`config.mk`:
```
export PLATFORM = sky130hd
export DESIGN_NAME = fetch_stage
export DESIGN_NICKNAME = d
export VERILOG_FILES = /design/src/rtl/fetch_stage.sv
export SDC_FILE = /design/constraint.sdc
export NUM_CORES = 1
export LEC_CHECK = 0
export ABC_AREA = 1
export CAP_MARGIN = 10
export CORE_MARGIN = 2
export CORE_UTILIZATION = 47
export DETAILED_ROUTE_END_ITERATION = 12
export PLACE_DENSITY = 0.81
export RECOVER_POWER = 25
export SYNTH_ARGS = -nofsm -noshare
export SYNTH_HDL_FRONTEND = slang
export SYNTH_SLANG_ARGS = --single-unit
```
`constraint.sdc`:
```
create_clock -name clk -period 6.53 [get_ports clk]
set_input_delay 1.959 -clock clk [delete_from_list [all_inputs] [get_ports clk]]
set_output_delay 1.959 -clock clk [all_outputs]
set_load 0.02 [all_outputs]
```
`src/rtl/fetch_stage.sv`:
```
// RV32 fetch stage and IF/ID register. Redirect-to-target latency is two edges (bubble then target).
// A stall holds the PC and IF/ID. A halt freezes the stage until reset.
module fetch_stage #(
    parameter logic [31:0] RESET_PC = 32'h0000_0000,
    parameter logic [31:0] NOP_INST = 32'h0000_0013
) (
    input  logic        clk,
    input  logic        rst,
    output logic [31:0] imem_addr,
    input  logic [31:0] imem_rdata,
    input  logic        stall,
    input  logic        branch_taken,
    input  logic [31:0] branch_target,
    input  logic        halt_req,
    output logic [31:0] if_id_inst,
    output logic [31:0] if_id_pc,
    output logic [31:0] if_id_pc4,
    output logic        if_id_valid,
    output logic        halted,
    output logic [31:0] fetch_count
);

    typedef enum logic {S_RUN = 1'b0, S_HALT = 1'b1} state_t;

    state_t      r_state;
    logic [31:0] r_pc;
    logic [31:0] r_inst;
    logic [31:0] r_ipc;
    logic [31:0] r_pc4;
    logic        r_valid;
    logic [31:0] r_count;

    state_t      w_state_nxt;
    logic [31:0] w_pc_nxt;
    logic [31:0] w_inst_nxt;
    logic [31:0] w_ipc_nxt;
    logic [31:0] w_pc4_nxt;
    logic        w_valid_nxt;
    logic [31:0] w_count_nxt;
    logic [31:0] w_pc_plus4;

    assign w_pc_plus4 = r_pc + 32'd4;

    // Priority: halted state, redirect, halt request, stall, sequential fetch.
    always_comb begin
        w_state_nxt = r_state;
        w_pc_nxt    = r_pc;
        w_inst_nxt  = r_inst;
        w_ipc_nxt   = r_ipc;
        w_pc4_nxt   = r_pc4;
        w_valid_nxt = r_valid;
        w_count_nxt = r_count;
        if (r_state == S_RUN) begin
            if (branch_taken) begin
                w_pc_nxt    = {branch_target[31:2], 2'b00};
                w_inst_nxt  = NOP_INST;
                w_valid_nxt = 1'b0;
            end else if (halt_req) begin
                w_state_nxt = S_HALT;
                w_inst_nxt  = NOP_INST;
                w_valid_nxt = 1'b0;
            end else if (!stall) begin
                w_pc_nxt    = w_pc_plus4;
                w_inst_nxt  = imem_rdata;
                w_ipc_nxt   = r_pc;
                w_pc4_nxt   = w_pc_plus4;
                w_valid_nxt = 1'b1;
                w_count_nxt = r_count + 32'd1;
            end
        end
    end

    always_ff @(posedge clk or posedge rst) begin
        if (rst) begin
            r_state <= S_RUN;
            r_pc    <= RESET_PC;
            r_inst  <= NOP_INST;
            r_ipc   <= 32'd0;
            r_pc4   <= 32'd0;
            r_valid <= 1'b0;
            r_count <= 32'd0;
        end else begin
            r_state <= w_state_nxt;
            r_pc    <= w_pc_nxt;
            r_inst  <= w_inst_nxt;
            r_ipc   <= w_ipc_nxt;
            r_pc4   <= w_pc4_nxt;
            r_valid <= w_valid_nxt;
            r_count <= w_count_nxt;
        end
    end

    assign imem_addr   = r_pc;
    assign if_id_inst  = r_inst;
    assign if_id_pc    = r_ipc;
    assign if_id_pc4   = r_pc4;
    assign if_id_valid = r_valid;
    assign halted      = (r_state == S_HALT);
    assign fetch_count = r_count;

endmodule

```
# Yosys cells after proc, flatten, opt, wreduce, memory -nomap -nowiden
# Index checks and enable logic that the tools add are counted.
op_classes:
  eq_ne: 3
  n_reduce_logical: 3
  bitwise_logic: 4
  n_addsub: 2
  n_mux: 12
ops:
  columns: ["operator", "n"]
  rows:
  - ["32-bit 2-to-1 mux", 6]
  - ["32-bit by 1-bit adder with 32-bit output, second input constant", 1]
  - ["32-bit by 3-bit adder with 32-bit output, second input constant", 1]
  - ["1-bit 2-to-1 mux", 6]
  - ["1-bit NOT", 4]
  - ["4-bit AND reduction", 1]
  - ["3-bit by 1-bit inequality test with 1-bit output, second input constant", 1]
  - ["3-bit AND reduction", 1]
  - ["2-bit by 1-bit inequality test with 1-bit output, second input constant", 1]
  - ["2-bit inequality test, second input constant", 1]
  - ["2-bit AND reduction", 1]
totals:
  ff_bits: 162
  wordCells: 31
  inputBits: 69
  out_inout_bits: 162

# Depth between registers and ports, before layout
depth:
  depth_word: 4
  mapped_depth: 10
  depth_no_buf: 10

# Worst setup path after synthesis
# No wires, ideal clock.
synth_path:
  path_kind: "input port to flip-flop"
  start: "input branch_taken"
  end: "register r_count[22], in the netlist fetch_count[22]"
  required_ps: 6407
  t_arrival_ps: 2937
  cell_stages: 8
  setup_time_ps: 123
  n_path_buf: 1
  slack_ps: 3470
  path_cell_list: "buf_6 nor2_4 nand2_4 nor2_1 nand2_1 nor2_1 nand3_1 xor2_1"
synth_via:
  elab_chain_len: 2
synth_lines:
  columns: ["item", "line", "text"]
  rows:
  - ["from (decl)", "12", "input logic branch_taken,"]
  - ["1-bit NOT (no line)", null, null]
  - ["4-bit AND reduction (no line)", null, null]
  - ["to (signal assigned)", "89", "r_count <= w_count_nxt;"]
  - ["to (decl)", "31", "logic [31:0] r_count;"]
# Every way passes these cells.
# A chain may end at the register's enable or synchronous reset.

# Worst setup path in the final report
layout_path:
  start: "input branch_taken"
  end: "register r_count[2], in the netlist fetch_count[2]"
# The elaborated chain is that of the path after synthesis.

==> results.yml <==
worst_setup_path:
  cp_num_buf_inv: 2
  timing.rr.end: "imem_addr[14]"
  r2r_slack_ns: 4.44
  cpMaxStageDelayCell: "inv_2"
  path_cells: "dlygate4sd3_1 -> nor2_4 -> nand2_4 -> inv_2 -> nand2_1 -> xnor2_1"
  critical_path_required_ns: 6.83
  cp-start-kind: "input port"
  crit_path_max_fanout: 58
  crit_type: "in -> reg"
  path_delay_family: "buffers and inverters"
  worstPathArrival_ns: 4.54
  reg2reg_from: "imem_addr[2]"
  crit_path_end_kind: "register"
  cp_slowest_stage_delay_ns: 0.85
  worstRegToRegCells: 9
logic_synthesis:
  netlist_instances: 929
  synth_cell_type_count: 39
  ys_seq_area_frac: 0.525
  synth-edff-count: 0
  synth-seq-cells: 156
  synth_top_area_frac: 0.515
  yosysMostFrequentCell: "nand2_1"
  syn_avg_cell_area_sq_um: 8.01
  ys.flop_type: "dfrtp_1"
  synth_top_area_cell: "dfrtp_1"
  synth_area_leaders: "dfrtp_1 51%, nand2_1 16%, nor2_1 6.6%, o21ai_0 4.7%, inv_1 3.2%"
  synthArstFlopShare: 1.00
  synth_warnings: 0
  synth_area_sq_um: 7440
  synth_commonest_cells: "319 x nand2_1, 153 x dfrtp_1, 131 x nor2_1, 70 x o21ai_0, 63 x inv_1"
power:
  p_leak_uw: 0.00470
  p_total_uw: 3090
  power.density_nw_per_um2: 299
  power.ir.vdd_worst_uv: 238
floorplan:
  die_h_um: 130
  die_area_sq_um: 16900
  io_pins: 231
  initial_utilization: 0.486
  rows: 45
  core_sq_um: 15300
  dieWidth_um: 130
clock_network:
  htree_levels: 4
  postCtsSetupRepairBufs: 0
  clock_latency_ns: 0.43
  clock-root-buffer: "clkbuf_16"
  clkTransAtPathRegs_ns: 0.06
  cts.sinks: 156
  hold_buffers: 0
  cts_tree: "built"
  numCtsBuffers: 17
  cts_resized: 0
  clk_path_buf_depth: 2
global_routing:
  grt_first_pass_wirelength_um: 33300
  grt_max_degree: 101
  grt-ovfl-total: 0
  grt_pass1_vias: 6439
  gr-usage-all-layers: 0.256
  antenna_found_initial: 0
sta:
  hold_viol: 0
  finalSetupViolCount: 0
  max_freq_ghz: 0.236
  min_period_ns: 4.23
  finalCritPeriodShare: 0.648
  finClkSkew_ns: 0.00802
  relSlewSlack: 0.0595
  tns_ns: 0
  tightest_slew_ns: 1.41
  rsz0062_at_grt: "false"
  final-max-slew-violation-count: 0
job:
  maxCapViolations: 0
drt:
  first_pass_iters: 5
  drtIter0Drc: 537
  post_drt_wl_per_cell_um: 15.7
  num_vias: 6990
  avgViaCountPerCell: 5.12
  wl_um: 21500
  antenna_left: 0
  drc: 0
cells_and_area:
  stdcell_area_sq_um: 10400
  drive_above_1_share: 0.0450
  syn2layout_area_growth_pct: 39.2
  fin_nets: 1213
  diodes: 0
placed_design:
  io_buffer_count: 222
  gp_congestion: 0.894
  place_area_sq_um: 9780
  place_hpwl_um: 15100
hold_path:
  holdPathEnd: "if_id_valid"
  hold_class: "reg -> reg"
  whs_path_depth: 2
  worstHoldStart: "if_id_valid"
outcome:
  status: "complete, no violations"
[routing by layer]
| layer | global-route usage | wire length, um | vias to the layer above |
|---|---|---|---|
| met5 | 0 | 0 | - |
| li1 | - | - | 3381 |
| met3 | 0.0734 | 2010 | 41 |
| met1 | 0.334 | 8900 | 3245 |
| met4 | 0.0797 | 477 | 0 |
| met2 | 0.416 | 10100 | 323 |
[state kept, by name, summed over array words and instances, names as in the netlist]
register and flops:
if_id_pc4 30, imem_addr 30, if_id_pc 30, halted 1, fetch_count 32, if_id_inst 32, if_id_valid 1
[cells by family after synthesis]
logic type               after synthesis  share of synthesized area
AO/OA/AOI/OAI                        116                     0.0932
XOR/XNOR                              29                     0.0341
adder cells (fa/ha/maj)                2                    0.00336
buffers and inverters                104                     0.0610
flip-flops                           156                      0.525
other                                  1                   0.000504
AND/OR/NAND/NOR                      521                      0.283
[final cells by class]
type                            instances  area, sq um
Inverter                               66          255
Timing Repair Buffer                  227         2260
Sequential cell                       156         3910
Multi-Input combinational cell        674         3100
Fill cell                            1261         4960
Clock inverter                          7         87.6
Clock buffer                           25          485
Tap cell                              211          264
[layout by cell type (no fill, tap or decap), drive strengths merged, types with 2 or more instances in the layout]
cell and n:
buf 4, nor3 3, inv 66, dfrtp 153
clkinv 4, o211ai 2, nor4 2, nand3 46
clkbuf 26, o21ai 75, dfstp 3, and2 2
clkdlybuf4s50 220, nor2 138, a31oi 11, o22ai 6
nand4 6, dlygate4sd3 2, o22a 3, a22o 15
nand3b 3, ha 2, xor2 17, xnor2 12
conb 6, a21oi 4, nand2 320, bufinv 2
[worst register-to-register path, delay by kind of cell (launching register included)]
kind	cells	cell delay (ns)
and+or+nand+nor	7	1.19
AOI/OAI and AO/OA	1	0.09
adders and majority gates	1	0.26
DFF	1	0.47
[stage by stage]
stage	hold slack (ns)	setup WS, ns	cells	utilization
2_1_floorplan	0.566	0.369	934	-
3_3_place_gp	0.460	1.89	1334	0.639
3_5_place_dp	0.465	1.83	1334	0.639
4_1_cts	0.478	2.28	1366	0.676
5_1_grt	0.496	2.02	1366	0.676
6_report	0.472	2.30	1366	0.676
[where the power goes]
part / internal (uW) / total (uW) / switching, uW / leakage, uW
sequential: 1110 / 1260 / 146 / 0.00203
clock: 591 / 974 / 384 / 0.000281
combinational: 385 / 861 / 476 / 0.00239
[worst max-delay path by stage]
stage,start,to,cells after the start
final,branch_taken,fetch_count[2],6
after global routing,rst,if_id_inst[18],3
after CTS,branch_taken,fetch_count[2],6
after detailed placement,branch_taken,fetch_count[2],6
after global placement,branch_taken,fetch_count[2],6
after floorplan,rst,fetch_count[0],1
(Power assumes the default switching activity.)
